## src/rtl/imem_loader_pkg.sv

```systemverilog
// Shared types and constants for the instruction-RAM program loader.
package imem_loader_pkg;

  // Width of the frame word-count field carried in the stream header.
  localparam int COUNT_W = 16;

  // Frame start marker used when the top is not overridden.
  localparam logic [7:0] DEFAULT_SYNC_BYTE = 8'hA5;

  // Loader FSM states; busy covers CNT_LO through CSUM.
  typedef enum logic [2:0] {
    S_IDLE   = 3'd0,
    S_CNT_LO = 3'd1,
    S_CNT_HI = 3'd2,
    S_DATA   = 3'd3,
    S_CSUM   = 3'd4,
    S_RUN    = 3'd5,
    S_ERR    = 3'd6
  } loader_state_t;

endpackage

```

## src/rtl/loader_word_asm.sv

```systemverilog
// Payload assembler: shifts bytes into a little-endian 32-bit word,
// counts bytes within the word and keeps the 8-bit running payload sum.
module loader_word_asm
  import imem_loader_pkg::*;
(
  input  logic        clk,
  input  logic        rst,
  input  logic        clear_i,       // start of a new frame
  input  logic        byte_valid_i,  // payload byte accepted this cycle
  input  logic [7:0]  byte_i,
  output logic        word_done_o,   // this byte completes a word
  output logic [31:0] word_o,        // word including the current byte
  output logic [7:0]  sum_o          // sum of payload bytes accepted so far
);

  logic [31:0] shift_q;
  logic [31:0] shift_d;
  logic [1:0]  cnt_q;
  logic [7:0]  sum_q;

  // Each lane takes the lane above it; the top lane takes the new byte,
  // so after four bytes the first one received sits in bits [7:0].
  genvar gi;
  generate
    for (gi = 0; gi < 4; gi++) begin : g_lane
      logic [7:0] lane_in;
      if (gi == 3) begin : g_top
        assign lane_in = byte_i;
      end else begin : g_mid
        assign lane_in = shift_q[8*(gi+1) +: 8];
      end
      assign shift_d[8*gi +: 8] = byte_valid_i ? lane_in : shift_q[8*gi +: 8];
    end
  endgenerate

  assign word_done_o = byte_valid_i && (cnt_q == 2'd3);
  assign word_o      = shift_d;
  assign sum_o       = sum_q;

  // Shifter, byte counter and checksum accumulator state.
  always_ff @(posedge clk) begin
    if (rst || clear_i) begin
      shift_q <= '0;
      cnt_q   <= '0;
      sum_q   <= '0;
    end else if (byte_valid_i) begin
      shift_q <= shift_d;
      cnt_q   <= cnt_q + 2'd1;
      sum_q   <= sum_q + byte_i;
    end
  end

endmodule

```

## src/rtl/imem_loader.sv

```systemverilog
// Byte-stream program loader: parses A5-framed images, writes words to the
// instruction RAM with a held write request, and gates the CPU reset on a
// valid trailing checksum.
module imem_loader
  import imem_loader_pkg::*;
#(
  parameter int         ADDR_W    = 12,
  parameter logic [7:0] SYNC_BYTE = DEFAULT_SYNC_BYTE,
  parameter logic       BOOT_RUN  = 1'b0
) (
  input  logic              clk,
  input  logic              rst,
  input  logic [7:0]        in_data,
  input  logic              in_valid,
  output logic              in_ready,
  output logic              mem_we,
  input  logic              mem_ready,
  output logic [ADDR_W-1:0] mem_addr,
  output logic [31:0]       mem_wdata,
  output logic              cpu_rst_n,
  output logic              busy,
  output logic              done,
  output logic              err,
  output logic [ADDR_W:0]   words_loaded
);

  // Largest legal frame fills the RAM exactly.
  localparam logic [COUNT_W-1:0] MAX_COUNT = COUNT_W'(1) << ADDR_W;

  loader_state_t       state_q, state_d;
  logic                mem_we_q, mem_we_d;
  logic [ADDR_W-1:0]   mem_addr_q, mem_addr_d;
  logic [31:0]         mem_wdata_q, mem_wdata_d;
  logic                cpu_rst_n_q, cpu_rst_n_d;
  logic                busy_q, busy_d;
  logic                done_q, done_d;
  logic                err_q, err_d;
  logic [ADDR_W:0]     words_q, words_d;
  logic                in_ready_q, in_ready_d;
  logic [COUNT_W-1:0]  count_q, count_d;

  logic                accept;
  logic                is_sync;
  logic [COUNT_W-1:0]  cnt_full;
  logic [ADDR_W:0]     words_inc;
  logic [7:0]          csum_total;
  logic                asm_clear;
  logic                asm_valid;
  logic                asm_word_done;
  logic [31:0]         asm_word;
  logic [7:0]          asm_sum;

  loader_word_asm u_asm (
    .clk          (clk),
    .rst          (rst),
    .clear_i      (asm_clear),
    .byte_valid_i (asm_valid),
    .byte_i       (in_data),
    .word_done_o  (asm_word_done),
    .word_o       (asm_word),
    .sum_o        (asm_sum)
  );

  assign accept     = in_valid && in_ready_q;
  assign is_sync    = (in_data == SYNC_BYTE);
  assign cnt_full   = {in_data, count_q[7:0]};
  assign words_inc  = words_q + 1'b1;
  assign csum_total = asm_sum + in_data;

  // Frame FSM, write handshake and address/word counters.
  always_comb begin
    state_d     = state_q;
    mem_we_d    = mem_we_q;
    mem_addr_d  = mem_addr_q;
    mem_wdata_d = mem_wdata_q;
    cpu_rst_n_d = cpu_rst_n_q;
    done_d      = done_q;
    err_d       = err_q;
    words_d     = words_q;
    count_d     = count_q;
    asm_clear   = 1'b0;
    asm_valid   = 1'b0;

    case (state_q)
      S_IDLE, S_RUN, S_ERR: begin
        // Only the sync byte matters here; everything else is dropped.
        if (accept && is_sync) begin
          state_d     = S_CNT_LO;
          cpu_rst_n_d = 1'b0;
          done_d      = 1'b0;
          err_d       = 1'b0;
          words_d     = '0;
          mem_addr_d  = '0;
          asm_clear   = 1'b1;
        end
      end
      S_CNT_LO: begin
        if (accept) begin
          count_d[7:0] = in_data;
          state_d      = S_CNT_HI;
        end
      end
      S_CNT_HI: begin
        if (accept) begin
          count_d = cnt_full;
          if (cnt_full == '0 || cnt_full > MAX_COUNT) begin
            state_d = S_ERR;
            err_d   = 1'b1;
          end else begin
            state_d = S_DATA;
          end
        end
      end
      S_DATA: begin
        // accept and a pending write are mutually exclusive via in_ready.
        if (accept) begin
          asm_valid = 1'b1;
          if (asm_word_done) begin
            mem_we_d    = 1'b1;
            mem_wdata_d = asm_word;
          end
        end
        if (mem_we_q && mem_ready) begin
          mem_we_d   = 1'b0;
          mem_addr_d = mem_addr_q + 1'b1;
          words_d    = words_inc;
          if (COUNT_W'(words_inc) == count_q) begin
            state_d = S_CSUM;
          end
        end
      end
      S_CSUM: begin
        if (accept) begin
          if (csum_total == 8'd0) begin
            state_d     = S_RUN;
            done_d      = 1'b1;
            cpu_rst_n_d = 1'b1;
          end else begin
            state_d = S_ERR;
            err_d   = 1'b1;
          end
        end
      end
      default: begin
        state_d = S_IDLE;
      end
    endcase

    busy_d     = (state_d == S_CNT_LO) || (state_d == S_CNT_HI) ||
                 (state_d == S_DATA)   || (state_d == S_CSUM);
    in_ready_d = !mem_we_d;
  end

  // State and registered outputs.
  always_ff @(posedge clk) begin
    if (rst) begin
      state_q     <= S_IDLE;
      mem_we_q    <= 1'b0;
      mem_addr_q  <= '0;
      mem_wdata_q <= '0;
      cpu_rst_n_q <= BOOT_RUN;
      busy_q      <= 1'b0;
      done_q      <= 1'b0;
      err_q       <= 1'b0;
      words_q     <= '0;
      in_ready_q  <= 1'b1;
      count_q     <= '0;
    end else begin
      state_q     <= state_d;
      mem_we_q    <= mem_we_d;
      mem_addr_q  <= mem_addr_d;
      mem_wdata_q <= mem_wdata_d;
      cpu_rst_n_q <= cpu_rst_n_d;
      busy_q      <= busy_d;
      done_q      <= done_d;
      err_q       <= err_d;
      words_q     <= words_d;
      in_ready_q  <= in_ready_d;
      count_q     <= count_d;
    end
  end

  assign in_ready     = in_ready_q;
  assign mem_we       = mem_we_q;
  assign mem_addr     = mem_addr_q;
  assign mem_wdata    = mem_wdata_q;
  assign cpu_rst_n    = cpu_rst_n_q;
  assign busy         = busy_q;
  assign done         = done_q;
  assign err          = err_q;
  assign words_loaded = words_q;

endmodule

```

## config.mk

```make
export PLATFORM = sky130hd
export DESIGN_NAME = imem_loader
export DESIGN_NICKNAME = d
export VERILOG_FILES = /design/src/rtl/imem_loader_pkg.sv /design/src/rtl/loader_word_asm.sv /design/src/rtl/imem_loader.sv
export SDC_FILE = /design/constraint.sdc
export NUM_CORES = 1
export LEC_CHECK = 0
export ABC_CLOCK_PERIOD_IN_PS = 3300
export BUFFER_PORTS_ARGS = -buffer_cell sky130_fd_sc_hd__buf_2
export CAP_MARGIN = 20
export CORE_UTILIZATION = 40
export DETAILED_ROUTE_END_ITERATION = 12
export HOLD_SLACK_MARGIN = 0.05
export PLACE_DENSITY = 0.68
export RECOVER_POWER = 25
export SYNTH_ARGS = -nofsm -noshare
export SYNTH_HDL_FRONTEND = slang
export SYNTH_HIERARCHICAL = 1
export SYNTH_SLANG_ARGS = --single-unit
export TNS_END_PERCENT = 50
```

## constraint.sdc

```tcl
create_clock -name clk -period 3.3 [get_ports clk]
set_input_delay 0.33 -clock clk [delete_from_list [all_inputs] [get_ports clk]]
set_output_delay 0.33 -clock clk [all_outputs]
set_load 0.05 [all_outputs]
```

==> flow_metrics.env, run 1 <==
export IMPL_outcome="complete, no violations"
export IMPL_max_stage_delay_ns=0.56
export IMPL_rsz0062_at_grt="no"
export IMPL_worst_r2r_cell_count=8
export IMPL_yosys_area_top_type="dfxtp_1"
export IMPL_layout_common_cells="dfxtp_1, nand2_1, a21oi_1"
export IMPL_maxSlewViolCount=0
export IMPL_met3_usage_pct=4.61
export IMPL_avgRoutedWirePerCell_um=14.6
export IMPL_leakage_nw=2.67
export IMPL_grt_pass1_vias=4341
export IMPL_post_cts_buffers=0
export IMPL_postSynthCellCount=665
export IMPL_synth_net_count=696
export IMPL_ff2ff_setup_slack_ns=0.76
export IMPL_wl_mm=13.5
export IMPL_clkLatencyLatePin_ns=0.42
export IMPL_rows=44
export IMPL_synth_flop_cell="dfxtp_1"
export IMPL_min_period_over_period_pct=77.0
export IMPL_die_w_um=123
export IMPL_cp_slowest_cell="a2111oi_0"
export IMPL_initial_core_util_pct=40.8
export IMPL_start_kind="register"
export IMPL_path_clk_slew_ns=0.06
export IMPL_synth_cell_type_count=59
export IMPL_cts_sinks=123
export IMPL_final_setup_tns_ns=0
export IMPL_fin_skew_ns=0.0122
export IMPL_min_period_ns=2.54
export IMPL_clock_path_buffers=2
export IMPL_yosysWarnings=6
export IMPL_regArea_sq_mm=0.00246
export IMPL_tightest_slew_ns=0.744
export IMPL_hold_path_class="input port to register"
export IMPL_critPathKind="register to register"
export IMPL_place_congestion=0.830
export IMPL_multi_input_area_sq_mm=0.00325
export IMPL_dr_pass1_iters=5
export IMPL_timing_final_ws_setup_ns=0.760
export IMPL_synthDominantCellAreaShare_pct=41.7
export IMPL_cts_root_buf="clkbuf_16"
export IMPL_finalInstanceArea_sq_mm=0.00696
export IMPL_required_ns=3.64
export IMPL_fmax_mhz=394
export IMPL_busiest_layer="met2"
export IMPL_async_reset_ff_share_pct=0
export IMPL_avgSynthCellArea_sq_um=8.88
export IMPL_met2_usage_pct=28.9
export IMPL_startpoint="words_loaded[0]$_SDFFE_PP0P_"
export IMPL_r2r_start="words_loaded[0]$_SDFFE_PP0P_"
export IMPL_vias=4835
export IMPL_drt_iter0_markers=232
export IMPL_die_h_um=123
export IMPL_cp_arrival_ns=2.88
export IMPL_grt_util_met1_pct=24.8
export IMPL_tritoncts="yes"
export IMPL_drc=0
export IMPL_die_area_sq_mm=0.0153
export IMPL_stdcell_count=924
export IMPL_dp_hpwl_mm=9.25
export IMPL_maxSlewHeadroom_pct=50.4
export IMPL_syn_to_final_growth_pct=17.8
export IMPL_grt_overflow=0
export IMPL_seq_area_frac_synth_pct=41.7
export IMPL_final_layout_size_suffix_gt1_share_pct=16.1
export IMPL_cts_inserted_buffers=17
export IMPL_placed_cell_area_sq_mm=0.00641
export IMPL_grt_pass1_wl_mm=21.9
export IMPL_antenna_left=0
export IMPL_dp_cells=893
export IMPL_finalHoldViolCount=0
export IMPL_r2r_end="busy$_SDFF_PP0_"
export IMPL_gr_usage_all_layers_pct=18.8
export IMPL_pre_cts_ws_ns=0.688
export IMPL_synth_enable_flop_cells=0
export IMPL_ios=75
export IMPL_portBuffers=74
export IMPL_h_tree_depth=4
export IMPL_end_kind="register"
export IMPL_grt_antenna_before_repair=0
export IMPL_ys_top_cells_by_area="dfxtp_1, mux2_2, a21oi_1"
export IMPL_ir_drop_uv=342
export IMPL_fin_nets=760
export IMPL_diodes=0
export IMPL_core_sq_mm=0.0145
export IMPL_final_common_cell="dfxtp_1"
export IMPL_ctsResizeCount=0
export IMPL_viasPerCell=5.23
export IMPL_cap_violations=0
export IMPL_crit_chain="ha_1 > nand4b_1 > a2111oi_0 > o311a_1 > o2111ai_1 > nor4_1 > o21bai_1 > mux2i_1"
export IMPL_synth_area_sq_mm=0.00590
export IMPL_synth_seq_cells=123
export IMPL_crit_path_end="busy$_SDFF_PP0_"
export IMPL_path_max_fanout=7
export IMPL_fillerInstances=1415
export IMPL_cts_hold_buf=0
export IMPL_powerDensity_mw_per_mm2=515
export IMPL_grt_max_degree=70
export IMPL_setup_viol=0
==> worst max-delay path, delay by kind of cell (launching register included) <==
| family | cells | cell delay, ns |
|---|---|---|
| flops | 1 | 0.45 |
| fa+ha+maj | 1 | 0.31 |
| compound gates | 4 | 1.13 |
| mux | 1 | 0.13 |
| simple gates | 2 | 0.45 |
==> through the flow <==
step	hold slack, ns	total power, mW	utilization [%]
after floorplan	0.452	1.67	-
after global placement	0.442	1.72	44.2
after detailed placement	0.446	1.73	44.2
after CTS	0.286	3.62	48.4
after global routing	0.302	3.70	48.0
final	0.293	3.58	48.0
==> power by group <==
part	total (mW)	switching (mW)	internal [mW]
clock network	1.89	0.672	1.22
registers	1.52	0.0180	1.50
logic	0.174	0.113	0.0614
==> worst min path at each step <==
stage                                from  slack (ns)                         end  cells past startpoint
2_1_floorplan    count_q[14]$_SDFFE_PP0P_        0.45    count_q[14]$_SDFFE_PP0P_                      2
3_3_place_gp   mem_wdata[25]$_SDFFE_PP0P_        0.44  mem_wdata[25]$_SDFFE_PP0P_                      2
3_5_place_dp    mem_wdata[1]$_SDFFE_PP0P_        0.45   mem_wdata[1]$_SDFFE_PP0P_                      2
4_1_cts                        in_data[0]        0.29     count_q[8]$_SDFFE_PP0P_                      3
5_1_grt                        in_data[0]        0.30     count_q[8]$_SDFFE_PP0P_                      3
6_report                       in_data[0]        0.29     count_q[8]$_SDFFE_PP0P_                      3
==> final cells by class <==
type,count,share of cell area (%)
clock buffers,20,6.57
clock inverters,10,2.05
inverters,10,0.540
multi-input cells,494,46.7
flip-flops and latches,123,35.4
well taps,184,3.31
repair buffers,83,5.47
==> registers in the layout (all words and copies together) (netlist names) <==
signal / count
done: 1
count_q: 16
words_loaded: 13
u_asm/cnt_q: 2
busy: 1
mem_wdata: 32
u_asm/shift_q: 32
u_asm/sum_o: 8
state_q: 3
err: 1
mem_addr: 12
in_ready: 1
mem_we: 1
==> cells in the mapped netlist, types with 4 or more instances <==
master	instances
nand4b_1	5
and2_1	37
nand4_1	6
a21o_1	6
xor2_1	18
o21ai_0	21
nor4_1	10
ha_1	17
dfxtp_1	123
buf_2	11
nand3b_1	6
nand2_1	84
or2_2	5
mux2_2	31
inv_1	10
nand3_1	11
a21oi_1	63
or3_1	9
xnor2_1	20
clkbuf_1	23
nor2_1	58
nor3_1	7
mux2i_1	22
a31oi_1	5
and3_1	4
==> kinds of logic (layout without fill, tap and decap cells) <==
kind of cell,after synthesis,count (layout),share of synthesized area [%]
xor gates and xnor gates,38,38,5.64
DFF,123,123,41.7
AOI/OAI and AO/OA,120,120,12.0
and+or+nand+nor,263,263,23.0
buffers and inverters,48,123,3.60
muxes,53,53,9.64
adders and majority gates,20,20,4.45
==> routing by layer <==
metal	part of all wire [%]	vias up
met5	0	-
met4	2.1	0
met3	3.9	22
met2	45	111
met1	49	2255
li1	-	2447
No activity file was read; power rests on OpenSTA's default activity.
==> run 2, diff against run 1 <==
Settings changed: ABC_CLOCK_PERIOD_IN_PS 3300 to 2100, PLACE_DENSITY 0.68 to 0.7.
Clock period 3.3 ns to 2.1 ns, I/O delays scaled along.
==> run 2 against run 1 <==
The flow now finishes with violations (setup timing). First-iteration DRC count rose by 7.8%. Clock power rose by 49%. Power rose by 54%. Final cell count rose by 4.8%. Critical endpoint is now state_q[0]$_SDFF_PP0_. Largest cell class unchanged.
==> flow_metrics.env, run 2 (synthesis gave the netlist of run 1 again) <==
export IMPL_core_sq_mm=0.0145
export IMPL_busiest_layer="met2"
export IMPL_ff2ff_setup_slack_ns=-0.09
export IMPL_grt_util_met1_pct=24.0
export IMPL_dr_pass1_iters=4
export IMPL_vias=4995
export IMPL_startpoint="u_asm/sum_o[0]$_SDFFE_PP0P_"
export IMPL_outcome="finished, violations left"
export IMPL_cts_inserted_buffers=17
export IMPL_multi_input_area_sq_mm=0.00337
export IMPL_drc=0
export IMPL_fin_skew_ns=0.00960
export IMPL_path_max_fanout=2
export IMPL_violations="setup timing"
export IMPL_antenna_left=0
export IMPL_fillerInstances=1344
export IMPL_final_common_cell="dfxtp_1"
export IMPL_stdcell_count=968
export IMPL_finalHoldViolCount=0
export IMPL_fin_nets=803
export IMPL_fin_util_pct=51.3
export IMPL_worst_r2r_cell_count=9
export IMPL_crit_path_end="state_q[0]$_SDFF_PP0_"
export IMPL_tightest_slew_ns=0.628
export IMPL_drt_iter0_markers=250
export IMPL_min_period_ns=2.19
export IMPL_critPathKind="register to register"
export IMPL_cts_sinks=123
export IMPL_cp_arrival_ns=2.53
export IMPL_syn_to_final_growth_pct=25.9
export IMPL_cap_violations=0
export IMPL_grt_pass1_wl_mm=22.6
export IMPL_grt_max_degree=48
export IMPL_place_congestion=0.839
export IMPL_final_layout_size_suffix_gt1_share_pct=24.4
export IMPL_grt_antenna_before_repair=1
export IMPL_grt_pass1_vias=4577
export IMPL_ios=75
export IMPL_grt_overflow=0
export IMPL_r2r_end="state_q[0]$_SDFF_PP0_"
export IMPL_required_ns=2.44
export IMPL_timing_final_ws_setup_ns=-0.0923
export IMPL_min_period_over_period_pct=104
export IMPL_met2_usage_pct=32.0
export IMPL_clock_path_buffers=2
export IMPL_finalInstanceArea_sq_mm=0.00743
export IMPL_layout_common_cells="dfxtp_1, nand2_1, a21oi_1"
export IMPL_ir_drop_uv=785
export IMPL_dp_cells=931
export IMPL_viasPerCell=5.16
export IMPL_h_tree_depth=4
export IMPL_cts_root_buf="clkbuf_16"
export IMPL_end_kind="register"
export IMPL_fmax_mhz=456
export IMPL_placed_cell_area_sq_mm=0.00676
export IMPL_portBuffers=74
export IMPL_rsz0062_at_grt="yes"
export IMPL_gr_usage_all_layers_pct=19.3
export IMPL_rows=44
export IMPL_diodes=0
export IMPL_met3_usage_pct=4.66
export IMPL_avgRoutedWirePerCell_um=14.5
export IMPL_die_w_um=123
export IMPL_tritoncts="yes"
export IMPL_regArea_sq_mm=0.00249
export IMPL_maxSlewViolCount=0
export IMPL_wl_mm=14.0
export IMPL_clkLatencyLatePin_ns=0.42
export IMPL_dp_hpwl_mm=9.85
export IMPL_powerDensity_mw_per_mm2=741
export IMPL_leakage_nw=2.92
export IMPL_die_area_sq_mm=0.0153
export IMPL_pre_cts_ws_ns=-0.206
export IMPL_r2r_start="u_asm/sum_o[0]$_SDFFE_PP0P_"
export IMPL_die_h_um=123
export IMPL_initial_core_util_pct=40.8
export IMPL_maxSlewHeadroom_pct=58.3
export IMPL_start_kind="register"
export IMPL_setup_viol=4
export IMPL_hold_path_class="input port to register"
export IMPL_path_clk_slew_ns=0.06
[run 2: changes by cell type in the layout (fill, tap and decap cells not counted), moves of 3 or more]
cell / previous run / this run
buf_4: 9 / 48
clkinv_2: 1 / 4
clkinvlp_4: 4 / 1
dfxtp_2: 0 / 10
dfxtp_1: 123 / 109
dfxtp_4: 0 / 4
[run 2: metal layers]
layer / wire, um / share of wire [%] / vias to the layer above
met5: 0 / 0 / -
met4: 225 / 1.6 / 0
met3: 539 / 3.8 / 15
met2: 6710 / 48 / 103
met1: 6580 / 47 / 2345
li1: - / - / 2532
[run 2: power by group]
part           total (mW)  switching, mW  internal, mW
Sequential           2.37         0.0202          2.35
Clock                2.81           1.05          1.77
Combinational       0.325          0.199         0.125
Total                5.51           1.27          4.24
[run 2: per-stage QoR]
| step | setup TNS (ns) | power [mW] | hold slack (ns) |
|---|---|---|---|
| floorplan | 0 | 2.62 | 0.357 |
| global placement | -0.466 | 2.73 | 0.444 |
| detailed placement | -0.729 | 2.73 | 0.446 |
| CTS | -0.302 | 5.54 | 0.0734 |
| global route | -0.856 | 5.69 | 0.0933 |
| finish | -0.178 | 5.51 | 0.0893 |
[run 2: critical path: stages, from the launching register on]
cell and delay, ns:
dfxtp_2 0.34, ha_4 0.16, fa_2 0.34, a21o_1 0.17, a21oi_2 0.17, o21ai_1 0.09
xnor2_1 0.17, o2111ai_2 0.16, or3_4 0.37, a31oi_1 0.13
[run 2: what timing repair did]
item | CTS | global route
setup endpoints to repair | 5 | 16
gates resized for setup | 5 | 16
pin swaps | 7 | 14
buffers inserted | 1 | 5
endpoints found under the hold margin | 0 | 0
hold buffers | 0 | 0
[run 2: cell type report]
cell class              instances  area share [%]
flip-flops and latches        123            33.5
clock inverters                11            1.62
well taps                     184            3.10
clock buffers                  20            6.01
multi-input cells             494            45.4
repair buffers                126            9.91
inverters                      10           0.505
[run 2: worst min-delay path by stage]
stage                          startpoint                         end  slack, ns  cells after the start
3_3_place_gp   mem_wdata[17]$_SDFFE_PP0P_  mem_wdata[17]$_SDFFE_PP0P_       0.44                      2
6_report                              rst    mem_addr[1]$_SDFFE_PP0P_       0.09                      2
3_5_place_dp   mem_wdata[17]$_SDFFE_PP0P_  mem_wdata[17]$_SDFFE_PP0P_       0.45                      2
4_1_cts                               rst    mem_addr[1]$_SDFFE_PP0P_       0.07                      2
2_1_floorplan                  in_data[6]    count_q[14]$_SDFFE_PP0P_       0.36                      2
5_1_grt                               rst    mem_addr[1]$_SDFFE_PP0P_       0.09                      2
==> run 3, diff against run 2 <==
Settings changed: ABC_AREA set to 1.
==> run 3 against run 2 <==
The flow still finishes with violations (setup timing). Sequential power grew 4%. Final area grew 0.82%. Final cell count grew 24%. Register-to-register slack is essentially flat. Combinational power grew 120%. Critical path type unchanged. Worst hold slack gained 0.040 ns. Count of clock-buffer cells in the layout shrank 1. Clock skew grew 0.00076 ns. Critical path depth grew 4.
==> flow_metrics.env, run 3 <==
export IMPL_drc=0
export IMPL_ys_top_cells_by_area="dfxtp_1, nand2_1, nor2_1"
export IMPL_cp_arrival_ns=2.51
export IMPL_dp_cells=1163
export IMPL_die_area_sq_mm=0.0158
export IMPL_hold_path_endpoint="u_asm/shift_q[30]$_SDFFE_PP0P_"
export IMPL_synth_net_count=939
export IMPL_seq_area_frac_synth_pct=40.2
export IMPL_path_clk_slew_ns=0.06
export IMPL_fin_skew_ns=0.0104
export IMPL_cts_root_buf="clkbuf_16"
export IMPL_fmax_mhz=457
export IMPL_postSynthCellCount=908
export IMPL_vias=5983
export IMPL_cap_violations=0
export IMPL_setup_viol=2
export IMPL_worst_path_buf_inv=0
export IMPL_core_sq_mm=0.0148
export IMPL_timing_final_ws_setup_ns=-0.0859
export IMPL_powerDensity_mw_per_mm2=844
export IMPL_place_congestion=0.919
export IMPL_gr_usage_all_layers_pct=20.5
export IMPL_portBuffers=74
export IMPL_finalHoldViolCount=0
export IMPL_grt_max_degree=50
export IMPL_critPathKind="register to register"
export IMPL_power_switching_mw=1.65
export IMPL_layout_common_cells="nand2_1, nor2_1, dfxtp_1"
export IMPL_crit_chain="ha_4 > fa_1 > or2_4 > nor2_4 > nand3_2 > nor2_4 > nand4_1 > nor2_2 > nor2_2 > nand4_2 > nand2_1 > nand2_1 > nor2_1"
export IMPL_grt_overflow=0
export IMPL_hold_path_startpoint="in_data[6]"
export IMPL_max_stage_delay_ns=0.43
export IMPL_r2r_end="busy$_SDFF_PP0_"
export IMPL_avgSynthCellArea_sq_um=6.74
export IMPL_avgRoutedWirePerCell_um=12.7
export IMPL_leakage_nw=3.35
export IMPL_p_int_mw=4.67
export IMPL_ir_drop_uv=745
export IMPL_hold_path_depth=3
export IMPL_clock_path_buffers=2
export IMPL_pwr_share_seq_pct=39.0
export IMPL_clkLatencyLatePin_ns=0.43
export IMPL_stdcell_count=1198
export IMPL_cts_inserted_buffers=17
export IMPL_startpoint="u_asm/sum_o[0]$_SDFFE_PP0P_"
export IMPL_rsz0062_at_grt="yes"
export IMPL_end_kind="register"
export IMPL_ios=75
export IMPL_antenna_left=0
export IMPL_h_tree_depth=4
export IMPL_fin_nets=1031
export IMPL_grt_pass1_wl_mm=26.0
export IMPL_hold_path_class="input port to register"
export IMPL_yosysMostFrequentCell="nand2_1"
export IMPL_cp_top_family="simple AND/OR/NAND/NOR gates"
export IMPL_synth_cell_type_count=38
export IMPL_synthTopCellsByCount="nand2_1, nor2_1, dfxtp_1"
export IMPL_wl_mm=15.2
export IMPL_synthDominantCellAreaShare_pct=40.2
export IMPL_p_sw_share_pct=26.1
export IMPL_viasPerCell=4.99
export IMPL_worst_r2r_cell_count=13
export IMPL_synth_flop_cell="dfxtp_1"
export IMPL_die_w_um=126
export IMPL_dr_pass1_iters=5
export IMPL_required_ns=2.42
export IMPL_initial_core_util_pct=41.5
export IMPL_cts_sinks=123
export IMPL_ff2ff_setup_slack_ns=-0.09
export IMPL_syn_to_final_growth_pct=22.4
export IMPL_tritoncts="yes"
export IMPL_clockPowerShare_pct=49.7
export IMPL_async_reset_ff_share_pct=0
export IMPL_min_period_over_period_pct=104
export IMPL_r2r_start="u_asm/sum_o[0]$_SDFFE_PP0P_"
export IMPL_p_total_mw=6.33
export IMPL_start_kind="register"
export IMPL_maxSlewViolCount=0
export IMPL_dp_hpwl_mm=10.8
export IMPL_yosysWarnings=6
export IMPL_final_common_cell="nand2_1"
export IMPL_synth_seq_cells=123
export IMPL_maxSlewHeadroom_pct=53.8
export IMPL_final_layout_size_suffix_gt1_share_pct=13.2
export IMPL_violations="setup timing"
export IMPL_drt_iter0_markers=340
export IMPL_outcome="finished, violations left"
export IMPL_min_period_ns=2.19
export IMPL_synth_area_sq_mm=0.00612
export IMPL_tightest_slew_ns=0.697
export IMPL_path_max_fanout=2
export IMPL_grt_pass1_vias=5456
export IMPL_die_h_um=126
export IMPL_rows=44
export IMPL_grt_antenna_before_repair=1
export IMPL_cp_slowest_cell="fa_1"
export IMPL_synth_enable_flop_cells=0
export IMPL_yosys_area_top_type="dfxtp_1"
export IMPL_p_comb_share_pct=11.4
[run 3: cell type report]
| class | count | area (sq um) |
|---|---|---|
| clock inverters | 13 | 189 |
| multi-input cells | 662 | 3250 |
| fillers | 1454 | 7260 |
| diodes | 1 | 2.50 |
| repair buffers | 105 | 572 |
| well taps | 184 | 230 |
| clock buffers | 19 | 443 |
| flip-flops and latches | 123 | 2470 |
| inverters | 91 | 344 |
[run 3: worst max-delay path by stage]
stage,end,slack [ns],depth (start not counted)
2_1_floorplan,mem_wdata[0]$_SDFFE_PP0P_,0.004,11
3_3_place_gp,busy$_SDFF_PP0_,-0.16,14
3_5_place_dp,busy$_SDFF_PP0_,-0.20,14
4_1_cts,busy$_SDFF_PP0_,-0.08,13
5_1_grt,busy$_SDFF_PP0_,-0.21,13
6_report,busy$_SDFF_PP0_,-0.09,13
[run 3: repair_timing]
| item | in CTS | in global routing |
|---|---|---|
| setup endpoints to repair | 4 | 22 |
| pin swaps | 6 | 13 |
| gates resized for setup | 4 | 26 |
| hold buffers | 0 | 0 |
| buffers inserted | 0 | 2 |
[run 3: worst min-delay path, delay by kind of cell]
family	cells	cell delay, ns
and+or+nand+nor	1	0.09
buffers and inverters	1	0.14
AOI/OAI and AO/OA	1	0.06
[run 3: cells by family (layout without fill, tap and decap cells)]
logic type,count (synthesis),count (layout),synth area share [%]
AOI/OAI and AO/OA,146,146,12.2
DFF,123,123,40.2
other,0,1,0
buffers and inverters,123,228,8.64
adders and majority gates,19,19,4.13
xor gates and xnor gates,11,11,1.80
and+or+nand+nor,486,486,33.0
[run 3: routing by layer]
metal,vias up,track usage (%),wire [um]
li1,3099,-,-
met1,2720,26.4,7290
met2,146,32.9,6850
met3,18,5.52,825
met4,0,7.46,275
met5,-,0,0
[run 3: per-stage QoR]
stage / hold WS, ns / setup TNS (ns) / util, % / setup slack [ns] / area (sq um)
global route: 0.152 / -0.503 / 50.8 / -0.212 / 7490
finish: 0.129 / -0.119 / 50.8 / -0.0859 / 7490
floorplan: 0.345 / 0 / - / 0.00362 / 6140
CTS: 0.126 / -0.0773 / 50.4 / -0.0773 / 7440
global placement: 0.441 / -0.224 / 46.1 / -0.160 / 6800
detailed placement: 0.446 / -0.403 / 46.1 / -0.201 / 6800
[run 3: power by group through the flow]
stage / combinational, mW / sequential, mW / clock, mW
5_1_grt: 0.815 / 2.47 / 3.30
2_1_floorplan: 0.471 / 2.54 / 0
6_report: 0.719 / 2.46 / 3.14
4_1_cts: 0.687 / 2.46 / 3.18
3_5_place_dp: 0.678 / 2.51 / 0
3_3_place_gp: 0.676 / 2.51 / 0
